<file path="config.mk">
export PLATFORM = sky130hd
export DESIGN_NAME = debounced_edge_detector_flat
export DESIGN_NICKNAME = d
export VERILOG_FILES = /design/src/rtl/debounced_edge_detector_if.sv /design/src/rtl/debounced_edge_detector.sv /design/src/flat_wrapper.sv
export SDC_FILE = /design/constraint.sdc
export NUM_CORES = 1
export LEC_CHECK = 0
export CORE_ASPECT_RATIO = 1.25
export CORE_UTILIZATION = 25
export DETAILED_ROUTE_END_ITERATION = 6
export HOLD_SLACK_MARGIN = 0.06
export PLACE_DENSITY = 0.53
export REMOVE_ABC_BUFFERS = 1
export SYNTH_ARGS = -nofsm -noshare
export SYNTH_HDL_FRONTEND = slang
export SYNTH_SLANG_ARGS = --single-unit
</file>
<file path="constraint.sdc">
create_clock -name clk -period 1.4 [get_ports clk]
set_input_delay 0.28 -clock clk [delete_from_list [all_inputs] [get_ports clk]]
set_output_delay 0.28 -clock clk [all_outputs]
set_load 0.02 [all_outputs]
</file>
<file path="src/rtl/debounced_edge_detector_if.sv">
// rtl/debounced_edge_detector_if.sv - raw sensor inputs and debounced level/pulse outputs
interface debounced_edge_detector_if #(
    parameter int CHANNELS = 2
);
    logic [CHANNELS-1:0] raw_in;
    logic [CHANNELS-1:0] stable;
    logic [CHANNELS-1:0] rise_pulse;
    logic [CHANNELS-1:0] fall_pulse;
    logic [CHANNELS-1:0] edge_pulse;

    // Sensor side / consumer: drives raw inputs, observes levels and pulses.
    modport master (
        output raw_in,
        input  stable,
        input  rise_pulse,
        input  fall_pulse,
        input  edge_pulse
    );

    // Detector side.
    modport slave (
        input  raw_in,
        output stable,
        output rise_pulse,
        output fall_pulse,
        output edge_pulse
    );
endinterface

</file>
<file path="src/rtl/debounced_edge_detector.sv">
// rtl/debounced_edge_detector.sv - per-channel synchroniser, debouncer and registered edge pulses
module debounced_edge_detector #(
    parameter int CHANNELS        = 2,
    parameter int SYNC_STAGES     = 2,
    parameter int DEBOUNCE_CYCLES = 16,
    parameter int EDGE_MODE       = 0
) (
    input  logic                     clk,
    input  logic                     reset,
    debounced_edge_detector_if.slave bus
);
    localparam int               CNT_W    = $clog2(DEBOUNCE_CYCLES + 1);
    localparam logic [CNT_W-1:0] CNT_LAST = CNT_W'(DEBOUNCE_CYCLES - 1);

    // Mode 2 and any larger value select both polarities for edge_pulse.
    localparam logic SEL_RISE = (EDGE_MODE != 1);
    localparam logic SEL_FALL = (EDGE_MODE != 0);

    for (genvar c = 0; c < CHANNELS; c++) begin : g_ch
        logic [SYNC_STAGES-1:0] r_sync;
        logic                   r_stable;
        logic [CNT_W-1:0]       r_cnt;
        logic                   r_rise;
        logic                   r_fall;
        logic                   r_edge;

        logic w_sync;
        logic w_accept;
        logic w_rise_nxt;
        logic w_fall_nxt;

        assign w_sync     = r_sync[SYNC_STAGES-1];
        // The new level is accepted on the cycle the counter has already seen
        // DEBOUNCE_CYCLES-1 consecutive mismatches and the mismatch persists.
        assign w_accept   = (w_sync != r_stable) && (r_cnt == CNT_LAST);
        assign w_rise_nxt = w_accept & w_sync;
        assign w_fall_nxt = w_accept & ~w_sync;

        // Shift the asynchronous input through the synchroniser chain.
        always_ff @(posedge clk) begin
            if (reset) begin
                r_sync <= '0;
            end else begin
                r_sync <= {r_sync[SYNC_STAGES-2:0], bus.raw_in[c]};
            end
        end

        // Count consecutive mismatches; any return to the stable level restarts the count.
        always_ff @(posedge clk) begin
            if (reset) begin
                r_stable <= 1'b0;
                r_cnt    <= '0;
            end else if (w_sync == r_stable) begin
                r_cnt <= '0;
            end else if (w_accept) begin
                r_stable <= w_sync;
                r_cnt    <= '0;
            end else begin
                r_cnt <= r_cnt + 1'b1;
            end
        end

        // Register the pulses so they line up with the cycle stable takes its new value.
        always_ff @(posedge clk) begin
            if (reset) begin
                r_rise <= 1'b0;
                r_fall <= 1'b0;
                r_edge <= 1'b0;
            end else begin
                r_rise <= w_rise_nxt;
                r_fall <= w_fall_nxt;
                r_edge <= (SEL_RISE & w_rise_nxt) | (SEL_FALL & w_fall_nxt);
            end
        end

        assign bus.stable[c]     = r_stable;
        assign bus.rise_pulse[c] = r_rise;
        assign bus.fall_pulse[c] = r_fall;
        assign bus.edge_pulse[c] = r_edge;
    end
endmodule

</file>
<file path="src/flat_wrapper.sv">
// flat-port wrapper written by rule: the top's interface ports become plain ports
module debounced_edge_detector_flat 
#(
    parameter int CHANNELS        = 2,
    parameter int SYNC_STAGES     = 2,
    parameter int DEBOUNCE_CYCLES = 16,
    parameter int EDGE_MODE       = 0
)
  (clk, reset, bus_raw_in, bus_stable, bus_rise_pulse, bus_fall_pulse, bus_edge_pulse);
  debounced_edge_detector_if #(.CHANNELS(CHANNELS)) bus_i ();
  input  logic clk;
  input  logic reset;
  input wire logic [$bits(bus_i.raw_in)-1:0] bus_raw_in;
  output wire logic [$bits(bus_i.stable)-1:0] bus_stable;
  output wire logic [$bits(bus_i.rise_pulse)-1:0] bus_rise_pulse;
  output wire logic [$bits(bus_i.fall_pulse)-1:0] bus_fall_pulse;
  output wire logic [$bits(bus_i.edge_pulse)-1:0] bus_edge_pulse;
  assign bus_i.raw_in = bus_raw_in;
  assign bus_stable = bus_i.stable;
  assign bus_rise_pulse = bus_i.rise_pulse;
  assign bus_fall_pulse = bus_i.fall_pulse;
  assign bus_edge_pulse = bus_i.edge_pulse;
  debounced_edge_detector #(.CHANNELS(CHANNELS), .SYNC_STAGES(SYNC_STAGES), .DEBOUNCE_CYCLES(DEBOUNCE_CYCLES), .EDGE_MODE(EDGE_MODE)) u_core (.clk(clk), .reset(reset), .bus(bus_i));
endmodule
</file>
# [After elaboration in Yosys (flattened, before gate mapping)]
# Index checks and enable logic that the tools add are counted.
[word_totals] output_inout_bits=8 input_bits=4 wordCells=32 register_bits=20
[classes] n_addsub=2 eq_ne=6 n_bitwise=8 reduce_logical=6
[op_table] cell="5-bit by 1-bit adder with 5-bit output, second input constant" n=2
[op_table] cell="5-bit by 4-bit == test with 1-bit output, second input constant" n=2
[op_table] cell="3-bit OR reduction" n=2
[op_table] cell="1-bit bitwise AND" n=4
[op_table] cell="1-bit inverter" n=4
[op_table] cell="2-bit AND reduction" n=2
[op_table] cell="1-bit == test" n=2
[op_table] cell="1-bit logical AND" n=2
[op_table] cell="1-bit inequality test" n=2

# [Logic depth before layout (Yosys ltp)]
# Gate-level depths: netlist (run 1).
[depth] depth_word=3 depth_mapped=5 depth_no_buf=5

# [Worst setup path after synthesis (run 1)]
# No wires, ideal clock.
[synth_timing] kind="reg2reg" from="reg u_core.g_ch[0].r_cnt[0]" to="reg u_core.g_ch[0].r_cnt[2]" required_ps=1336 path_stages_with_launch=6 setup_time_ps=64 n_path_buf=0 arrival_ps=1392 path_slack_ps=-56 synth_period_minus_slack_ps=1456 cell_sequence="dfxtp_1 > ha_1 > and3_1 > ha_1 > or3_4 > nor2_1"
[synth_via] elab_chain_cells=3 elab_cells_between_ends=4 cone_classes="add/sub: 1; eq/ne: 1; reduce/logical: 2"
[synth_rtl] item="from (decl)" line_no="debounced_edge_detector.sv:22" text="logic [CNT_W-1:0] r_cnt;"
[synth_rtl] item="from (signal assigned)" line_no="debounced_edge_detector.sv:59" text="r_cnt <= r_cnt + 1'b1;"
[synth_rtl] item="branches (longest 3 deep; another with 5-bit by 1-bit adder with 5-bit output)"
# Parallel ways; which one is timed is not known.
# A chain may end at the register's enable or synchronous reset.

# [Worst setup path in the final report (run 1)]
[layout_timing] from="reg u_core.g_ch[1].r_cnt[1]" to="reg u_core.g_ch[1].r_cnt[0]"
[layout_via] elab_chain_cells=3
[layout_rtl] item="from (decl)" line_no="debounced_edge_detector.sv:22"
[layout_rtl] item="from (signal assigned)" line_no="debounced_edge_detector.sv:59"
[layout_rtl] item="5-bit by 4-bit == test with 1-bit output" line_no="debounced_edge_detector.sv:35" text="assign w_accept = (w_sync != r_stable) && (r_cnt == CNT_LAST);"
[layout_rtl] item="1-bit logical AND" line_no="debounced_edge_detector.sv:35"
[layout_rtl] item="3-bit OR reduction (no source line)"
# No other way between the ends.

==> results.md, run 1 <==
- Status: finished with violations
- Failing checks: negative setup slack
- Syn Std Cell Area: 767.0 um^2
- Worst slew pin tran: 0.2196 ns
- Largest net degree at the start of global routing: 12
- Critical path class: flip-flop to flip-flop
- CP Max Fanout: 5
- Clock Latency Late Sink: slightly below 0.3 ns
- Vias: between 500 and 600
- Initial antenna violation count: 0
- Worst hold-check path type: flip-flop to flip-flop
- Commonest non-fill, non-tap cell in the layout: dfxtp_1
- Leak Pwr: slightly above 0.4 nW
- Min Tclk post-route: ~1.4 ns
- Worst setup margin: -0.01329 ns
- CP Data Arrival Time: between 1.5 and 2 ns
- F_max: about 700 MHz
- Psw: approximately 0.18 mW
- Comb power frac: between 3 and 4%
- Drt total wl: between 1000 and 1500 um
- Reg-to-reg slack, setup: -0.01 ns
- # nets final: a little under 100
- Boundary pin count: 12
- GRT overflow: 0
- Hold buffer count at CTS: 0
- Routed Antenna Nets: 0
- First-pass GRT wire length: roughly 2000 um
- Power per Cell Area: approximately 900 mW/mm^2
- Syn Area/Cell: 10.80 um^2
- Fin Clk Skew: 0.0009283 ns
- Power share of the clock group: around 34%
- CTS max path bufs: 2
- Root Driver: clkbuf_4
- Core area: about 0.0029 mm^2
- Yosys warns: 0
- Rows: 22
- Sequential area share after synthesis: between 50% and 60%
- Max IR drop VDD: 0.0005414 V
- Seq pwr share: about three fifths
- Final Hold Fails: 0
- Synth-to-Final Area Change: 36.71%
- Cell taking the most area after synthesis: dfxtp_1
- Die X: 51.54 um
- Fin. max-slew vios: 0
- Die Ht: 63.93 um
- Port bufs: 11
- # H-tree levels: 1
- Final Power: between 0.9 and 1 mW
- Clk sinks: 20
- Drc violations: 0
- Number of synthesized register bits: 20
- Sw Ratio: between 10% and 20%
- Yosys top cell area share: a little over half
- Avg Vias per Cell: 4.048
- P_int: roughly 0.76 mW
- Crit start category: flip-flop
- Drt first-iter violations: 3
- GP Congestion: about 0.67
- Synth unique cells: 14
- Detailed Routing Iterations Pass 1: 2
- Starting density of the core: a little over a quarter
- Cts bufs inserted: 3
- CTS tree: done
- Clock slew at reported path FFs: about 0.11 ns
- Final setup fails: 4
- Finished Core Util: 35.93%
- Ant. Diodes: 0
- Relative slew slack: a little under nine tenths
- Vias in the first global route: ~510
- Critical path required time: roughly 1.6 ns
- Global Route Usage Sum: under 10%
- Die area: ~0.0033 mm^2
- Share of layout cells above drive strength 1: roughly two fifths
- Dpl hpwl: between 800 and 900 um
- Number of max-cap violations: 0
- Top cells by area, synth: dfxtp_1 52%, buf_4 7.8%, and4bb_2 6.5%
- Wirelength per Cell: roughly 9.4 um
- RSZ-0062 raised after global routing: yes
- Fin crit share: 100.9%
- Commonest cells after routing, fill and taps aside: 16 x dfxtp_1, 11 x buf_4, 8 x nor2_1, 7 x dlygate4sd2_1
- Post-synthesis cell count: between 70 and 80
- Crit. End Element: flip-flop
## worst max-delay path: stages (launching register included)
cell and delay [ns]:
dfxtp_2 0.35, ha_4 0.16, and3_4 0.18, ha_4 0.16, or3_4 0.41, nor2_1 0.09
## registers in the layout, indices dropped and copies added, names as in the netlist
| register | flops |
|---|---|
| u_core.g_ch.r_cnt | 10 |
| u_core.g_ch.r_fall | 2 |
| u_core.g_ch.r_rise | 2 |
| u_core.g_ch.r_stable | 2 |
| u_core.g_ch.r_sync | 4 |
## stage by stage
step / setup slack (ns) / setup TNS (ns) / cell area (um^2) / cells / hold WS (ns)
4_1_cts: 0.003154 / 0 / 964.7 / 122 / 0.4640
5_1_grt: -0.06324 / -0.3582 / 1049 / 124 / 0.4773
3_5_place_dp: -0.08319 / -0.5781 / 925.9 / 118 / 0.4461
3_3_place_gp: -0.06923 / -0.4554 / 925.9 / 118 / 0.4354
6_report: -0.01329 / -0.02010 / 1049 / 124 / 0.4593
2_1_floorplan: -0.05626 / -0.4776 / 703.2 / 62 / 0.3516
## logic make-up (layout without fill, tap and decap cells)
kind of cell	after synthesis	in the layout	synth area share (%)
buffers and inverters	13	30	10.28
adders and majority gates	4	4	6.526
and+or+nand+nor	26	26	21.53
xor gates and xnor gates	6	6	6.851
DFF	20	20	52.20
muxes	2	2	2.610
## layer usage
metal  vias to the layer above  global-route usage [%]  wire length [um]
li1                        254                       -                 -
met1                       239                   8.116               474
met2                         9                   14.45               665
met3                         0                   1.429                28
met4                         0                   4.054                 0
met5                         -                       0                 0
## layout make-up
cell class              count  area [um^2]
clock buffers               4        36.28
fillers                   316         1869
inverters                   4        15.01
multi-input cells          38        362.8
flip-flops and latches     20        405.4
well taps                  36        45.04
repair buffers             22        183.9
## final timing paths
kind                                    to  depth (start not counted)                     start
setup / recovery   u_core.g_ch[1].r_cnt[0]                          5   u_core.g_ch[1].r_cnt[1]
hold / removal    u_core.g_ch[0].r_sync[1]                          1  u_core.g_ch[0].r_sync[0]
hold reg to reg   u_core.g_ch[0].r_sync[1]                          1  u_core.g_ch[0].r_sync[0]
setup reg to reg   u_core.g_ch[1].r_cnt[0]                          5   u_core.g_ch[1].r_cnt[1]
## power by group through the flow
stage	combinational, mW	clock, mW	sequential (mW)
after floorplan	0.0124	0	0.592
after global placement	0.0326	0	0.593
after detailed placement	0.0329	0	0.593
after CTS	0.0337	0.333	0.581
after global routing	0.0388	0.362	0.583
final	0.0346	0.323	0.581
## synthesized netlist by cell type
master / number
buf_4: 8
clkbuf_1: 1
or3_4: 2
inv_1: 4
xor2_1: 2
and3_1: 2
mux2i_1: 2
nand3_1: 2
dfxtp_1: 20
xnor2_1: 4
nor2_1: 12
ha_1: 4
and4bb_2: 4
nor2b_1: 4
## what timing repair did
| item | in CTS | in global routing |
|---|---|---|
| setup endpoints to repair | 18 | 11 |
| buffers inserted | 0 | 2 |
| pin swaps | 5 | 8 |
| gates resized for setup | 14 | 14 |
| endpoints found under the hold margin | 0 | 0 |
Note: power is estimated with default switching activity, not from simulation.
==> run 2: changes to the inputs <==
PLACE_DENSITY = 0.51   (was 0.53)
clock period = 1.49 ns   (was 1.4 ns; I/O delays follow)
==> run 2 against run 1 <==
  * The flow now finishes without violations
  * Setup slack improved by 0.068 ns
  * Combinational power shrank 8.7%
  * Routed wire length shrank 4.2%
  * Sequential share of layout area rose by 2.9 points
  * Global-route usage down 0.57 points
  * Critical endpoint is now u_core.g_ch[1].r_cnt[4]
  * Total power down 6.1%
==> results.md, run 2 (synthesis gave the netlist of run 1 again) <==
- Dpl cells: 116 (was 118)
- Crit start category: flip-flop (unchanged)
- # nets final: 93 (was 97)
- Min Tclk post-route: 1.435 ns (was 1.413 ns)
- Vias: 470 (was 502)
- Worst setup margin: 0.05517 ns (was -0.01329 ns)
- Commonest cells after routing, fill and taps aside: 17 x dfxtp_1, 8 x nor2_1, 8 x dlygate4sd2_1, 7 x buf_4 (was 16 x dfxtp_1, 11 x buf_4, 8 x nor2_1, 7 x dlygate4sd2_1)
- GRT overflow: 0 (unchanged)
- Drc violations: 0 (unchanged)
- Leak Pwr: 0.3969 nW (was 0.4158 nW)
- CP max-delay cell: or3_4 (unchanged)
- Top reg by flops: u_core.g_ch.r_cnt (unchanged)
- Clock Latency Late Sink: 0.29 ns (about the same)
- Fin cells: 120 (was 124)
- Root Driver: clkbuf_4 (unchanged)
- Worst slew pin tran: 0.2075 ns (was 0.2196 ns)
- Wirelength per Cell: 9.317 um (was 9.411 um)
- Crit path cell chain: ha_4 > and3_4 > ha_2 > or3_4 > nor2_2 (was ha_4 > and3_4 > ha_4 > or3_4 > nor2_1)
- GP Congestion: 0.6187 (was 0.6726)
- Initial antenna violation count: 0 (unchanged)
- Die area: 0.003295 mm^2 (unchanged)
- Clock slew at reported path FFs: 0.11 ns (about the same)
- Largest net degree at the start of global routing: 12 (unchanged)
- Final setup fails: 0 (was 4)
- Port bufs: 11 (unchanged)
- F_max: 696.9 MHz (was 707.6 MHz)
- Starting density of the core: 26.29% (unchanged)
- CTS max path bufs: 2 (unchanged)
- Fin Clk Skew: 0.002897 ns (was 0.0009283 ns)
- Biggest registers after layout: u_core.g_ch.r_cnt (10), u_core.g_ch.r_sync (4) (unchanged)
- Max IR drop VDD: 0.0003752 V (was 0.0005414 V)
- Fin. max-slew vios: 0 (unchanged)
- Detailed Routing Iterations Pass 1: 3 (was 2)
- # H-tree levels: 1 (unchanged)
- Drt first-iter violations: 1 (was 3)
- Vias in the first global route: 463 (was 514)
- Power per Cell Area: 905.7 mW/mm^2 (was 895.5 mW/mm^2)
- Boundary pin count: 12 (unchanged)
- Worst hold-check path type: flip-flop to flip-flop (unchanged)
- Routed Antenna Nets: 0 (unchanged)
- Placed Instance Area: 910.9 um^2 (was 925.9 um^2)
- Setup bufs post-CTS: 0 (unchanged)
- Relative slew slack: 86.06% (was 85.42%)
- Max reg flops: 10 (unchanged)
- Crit. End Element: flip-flop (unchanged)
- Hold path cells: 1 (unchanged)
- Dpl hpwl: 852.7 um (was 839.2 um)
- Final Hold Fails: 0 (unchanged)
- CP Max Fanout: 5 (unchanged)
- R2R depth: 5 (unchanged)
- Status: complete, no violations (was finished with violations)
- Die X: 51.54 um (unchanged)
- Pre-CTS setup slack: -0.002075 ns (was -0.08319 ns)
- Number of max-cap violations: 0 (unchanged)
- CTS tree: done (unchanged)
- Avg Vias per Cell: 3.917 (was 4.048)
- Die Ht: 63.93 um (unchanged)
- Drt total wl: 1118 um (was 1167 um)
- Fin crit share: 96.30% (was 100.9%)
- Worst path max stage delay: 0.42 ns (was 0.41 ns)
- Critical path class: flip-flop to flip-flop (unchanged)
- Hold buffer count at CTS: 0 (unchanged)
- Final Power: 0.8816 mW (was 0.9389 mW)
- Core area: 0.002918 mm^2 (unchanged)
- Cts bufs inserted: 3 (unchanged)
- Share of layout cells above drive strength 1: 33.33% (was 39.77%)
- RSZ-0062 raised after global routing: no (was yes)
- CP Data Arrival Time: 1.67 ns (was 1.64 ns)
- Commonest non-fill, non-tap cell in the layout: dfxtp_1 (unchanged)
- Global Route Usage Sum: 7.284% (was 7.852%)
- First-pass GRT wire length: 1807 um (was 2001 um)
- Critical path required time: 1.73 ns (was 1.63 ns)
- Clk sinks: 20 (unchanged)
- Ant. Diodes: 0 (unchanged)
- Post-route cell area: 973.4 um^2 (was 0.001049 mm^2)
- Synth-to-Final Area Change: 26.92% (was 36.71%)
- Rows: 22 (unchanged)
run 2: changes by cell type in the layout (fill, tap and decap cells not counted), sizes merged:
cell           change
buf                -4
clkdlybuf4s15      -1
dlygate4sd2        +1
run 2: area by class of cell:
class	instances	area (um^2)
clock buffer	4	36.28
fill	327	1944
inverter	4	15.01
multi-input combinational	38	320.3
sequential	20	404.1
tap	36	45.04
timing repair buffer	18	152.6
run 2: report_power, final:
part	switching, mW	internal (mW)	total, mW
sequential	0.00411	0.541	0.545
combinational	0.0110	0.0206	0.0316
clock	0.156	0.149	0.305
run 2: per-layer routing:
| layer | global-route usage (%) | part of all wire (%) | vias to the layer above |
|---|---|---|---|
| li1 | - | - | 251 |
| met1 | 7.715 | 45 | 210 |
| met2 | 12.50 | 52 | 7 |
| met3 | 1.429 | 2.6 | 2 |
| met4 | 5.068 | 0.36 | 0 |
| met5 | 0 | 0 | - |
run 2: final timing paths:
| kind | start | to | slack (ns) |
|---|---|---|---|
| max reg2reg | u_core.g_ch[1].r_cnt[0] | u_core.g_ch[1].r_cnt[4] | 0.06 |
| min reg2reg | u_core.g_ch[0].r_sync[0] | u_core.g_ch[0].r_sync[1] | 0.46 |
| max | u_core.g_ch[1].r_cnt[0] | u_core.g_ch[1].r_cnt[4] | 0.06 |
| min | u_core.g_ch[0].r_sync[0] | u_core.g_ch[0].r_sync[1] | 0.46 |
run 2: repair_timing:
action	CTS	global route
endpoints found under the setup margin	16	9
gates cloned	0	0
pin swaps	2	3
resized for setup	9	11
run 2: critical path: cells and delay by family, from the launching register on:
family        cells  cell delay (ns)
flops             1             0.35
fa+ha+maj         2             0.33
simple gates      3             0.70
run 2: per-stage QoR:
| stage | hold WS [ns] | setup TNS, ns | util (%) |
|---|---|---|---|
| detailed placement | 0.4342 | -0.002075 | 31.22 |
| CTS | 0.4665 | 0 | 32.16 |
| finish | 0.4601 | 0 | 33.36 |
| global placement | 0.4331 | 0 | 31.22 |
| floorplan | 0.3696 | 0 | - |
| global route | 0.4794 | 0 | 33.36 |
==> run 3: changes to the inputs <==
CAP_MARGIN = 20   (was not set)
clock period = 1.8 ns   (was 1.49 ns; I/O delays follow)
==> run 3 against run 2 <==
  * Non-clock buffer count shrank 6
  * Sequential power decreased by 17%
  * Count of clock-buffer cells in the layout did not move
  * Total power shrank 19%
  * Flip-flop and latch count is the same
==> results.md, run 3 (synthesis gave the netlist of run 1 again) <==
- Boundary pin count: 12 (unchanged)
- Status: complete, no violations (unchanged)
- Sequential Area: 400.4 um^2 (was 404.1 um^2)
- Critical path required time: 1.44 ns (was 1.73 ns)
- Clk sinks: 20 (unchanged)
- # H-tree levels: 1 (unchanged)
- Wirelength per Cell: 8.465 um (was 9.317 um)
- Clock slew at reported path FFs: 0.10 ns (was 0.11 ns)
- Setup bufs post-CTS: 0 (unchanged)
- Worst slew pin tran: 0.2360 ns (was 0.2075 ns)
- Vias: 452 (was 470)
- Crit. End Element: output pin (was flip-flop)
- Hold buffer count at CTS: 0 (unchanged)
- Min Tclk post-route: 1.689 ns
- Global Route Usage Sum: 6.663% (was 7.284%)
- Max IR drop VDD: 0.0005482 V (was 0.0003752 V)
- RSZ-0062 raised after global routing: no (unchanged)
- F_max: between 500 and 600 MHz
- Post-CTS resize count: 0 (was 9)
- CTS max path bufs: 2 (unchanged)
- CP bufs+invs: 1 (was 0)
- Drt total wl: 965 um (was 1118 um)
- CP max-delay cell: clkdlybuf4s50_1 (was or3_4)
- Dpl hpwl: 759.1 um (was 852.7 um)
- Die area: 0.003295 mm^2 (unchanged)
- Max reg flops: 10 (unchanged)
- # nets final: 87 (was 93)
- GP Congestion: 0.7373 (was 0.6187)
- Share of layout cells above drive strength 1: 14.10% (was 33.33%)
- Fin. max-slew vios: 0 (unchanged)
- CP Data Arrival Time: 1.33 ns (was 1.67 ns)
- Synth-to-Final Area Change: 17.62% (was 26.92%)
- Die X: 51.54 um (unchanged)
- Hold_ws: 0.4514 ns (was 0.4601 ns)
- Ant. Diodes: 0 (unchanged)
- Hold Crit Endpoint: u_core.g_ch[1].r_cnt[0] (was u_core.g_ch[0].r_sync[1])
- RR Startpoint: u_core.g_ch[1].r_cnt[0] (unchanged)
- Critical R2R Capture: u_core.g_ch[1].r_cnt[3] (was u_core.g_ch[1].r_cnt[4])
- Largest net degree at the start of global routing: 12 (unchanged)
- Avg Vias per Cell: 3.965 (was 3.917)
- Vias in the first global route: 405 (was 463)
- Critical path class: flip-flop to output pin (was flip-flop to flip-flop)
- Reg-to-reg slack, setup: 0.24 ns (was 0.06 ns)
- Root Driver: clkbuf_4 (unchanged)
- Number of max-cap violations: 0 (unchanged)
- Top reg by flops: u_core.g_ch.r_cnt (unchanged)
- Drt first-iter violations: 5 (was 1)
- Crit start category: flip-flop (unchanged)
- GRT overflow: 0 (unchanged)
- Cts bufs inserted: 3 (unchanged)
- Final Hold Fails: 0 (unchanged)
- Drc violations: 0 (unchanged)
- Initial antenna violation count: 0 (unchanged)
- Leak Pwr: 0.3332 nW (was 0.3969 nW)
- Multi-input gate area: 287.8 um^2 (was 320.3 um^2)
- CP Max Fanout: 5 (unchanged)
- Final setup fails: 0 (unchanged)
- Starting density of the core: 26.29% (unchanged)
- Fin crit share: 93.82%
- First-pass GRT wire length: 1635 um (was 1807 um)
- Biggest registers after layout: u_core.g_ch.r_cnt (10), u_core.g_ch.r_sync (4) (unchanged)
- Commonest cells after routing, fill and taps aside: 20 x dfxtp_1, 12 x nor2_1, 11 x clkdlybuf4s50_1 (was 17 x dfxtp_1, 8 x nor2_1, 8 x dlygate4sd2_1, 7 x buf_4)
- Detailed Routing Iterations Pass 1: 2 (was 3)
- Hold path cells: 1 (unchanged)
- Crit path cell chain: clkdlybuf4s50_1 (was ha_4 > and3_4 > ha_2 > or3_4 > nor2_2)
- CTS tree: done (unchanged)
- Worst hold-check path type: flip-flop to flip-flop (unchanged)
- Worst path max stage delay: 0.63 ns (was 0.42 ns)
- Core area: 0.002918 mm^2 (unchanged)
- Relative slew slack: 84.22% (was 86.06%)
- Hold Startpoint: u_core.g_ch[1].r_cnt[0] (was u_core.g_ch[0].r_sync[0])
- Rows: 22 (unchanged)
- Commonest non-fill, non-tap cell in the layout: dfxtp_1 (unchanged)
- Setup TNS: 0 ns (unchanged)
- Routed Antenna Nets: 0 (unchanged)
- Fin Clk Skew: 0.001096 ns (was 0.002897 ns)
- Power per Cell Area: 795.4 mW/mm^2 (was 905.7 mW/mm^2)
- R2R depth: 5 (unchanged)
- Port bufs: 11 (unchanged)
- Clock Latency Late Sink: 0.28 ns (was 0.29 ns)
- Fill count: 332 (was 327)
- Die Ht: 63.93 um (unchanged)
- Final Power: 0.7176 mW (was 0.8816 mW)
- Family with the most delay on the worst path: buffers and inverters (was simple AND/OR/NAND/NOR gates)
## run 3: changes by cell type in the layout (fill, tap and decap cells not counted), moves of 4 or more
| cell | before | now |
|---|---|---|
| nor2_1 | 8 | 12 |
| nor2_2 | 4 | 0 |
| clkdlybuf4s50_1 | 3 | 11 |
| buf_4 | 7 | 1 |
| dlygate4sd2_1 | 8 | 0 |
## run 3: worst max path at each step
| stage | startpoint | endpoint | slack (ns) | depth (start not counted) |
|---|---|---|---|---|
| floorplan | u_core.g_ch[0].r_cnt[0] | u_core.g_ch[0].r_cnt[2] | 0.34 | 5 |
| global placement | u_core.g_ch[1].r_cnt[0] | u_core.g_ch[1].r_cnt[3] | 0.27 | 5 |
| detailed placement | u_core.g_ch[1].r_cnt[0] | u_core.g_ch[1].r_cnt[0] | 0.24 | 5 |
| CTS | u_core.g_ch[1].r_stable | bus_stable[1] | 0.09 | 1 |
| global route | u_core.g_ch[0].r_stable | bus_stable[0] | 0.05 | 1 |
| finish | u_core.g_ch[1].r_stable | bus_stable[1] | 0.11 | 1 |
## run 3: cell type report
type	count	share of cell area [%]
multi-input cells	38	31.90
flip-flops and latches	20	44.38
repair buffers	12	13.04
well taps	36	4.993
inverters	4	1.664
clock buffers	4	4.022
## run 3: layer usage
| metal | global-route usage [%] | wire (um) |
|---|---|---|
| met1 | 7.445 | 447 |
| met2 | 10.71 | 478 |
| met3 | 2.143 | 28 |
| met4 | 4.054 | 10 |
| met5 | 0 | 0 |
## run 3: metrics by stage
step | util (%) | worst slack [ns] | instance area (um^2) | std cells
floorplan | - | 0.3437 | 703.2 | 62
global placement | 29.67 | 0.2733 | 865.8 | 110
detailed placement | 29.67 | 0.2423 | 865.8 | 110
CTS | 30.92 | 0.08726 | 902.1 | 114
global route | 30.92 | 0.04721 | 902.1 | 114
finish | 30.92 | 0.1112 | 902.1 | 114
## run 3: where the power goes
part           switching, mW  leakage [nW]  internal [mW]
Sequential           0.00325         0.162          0.448
Combinational        0.00750         0.150         0.0139
Clock                  0.122        0.0210          0.123
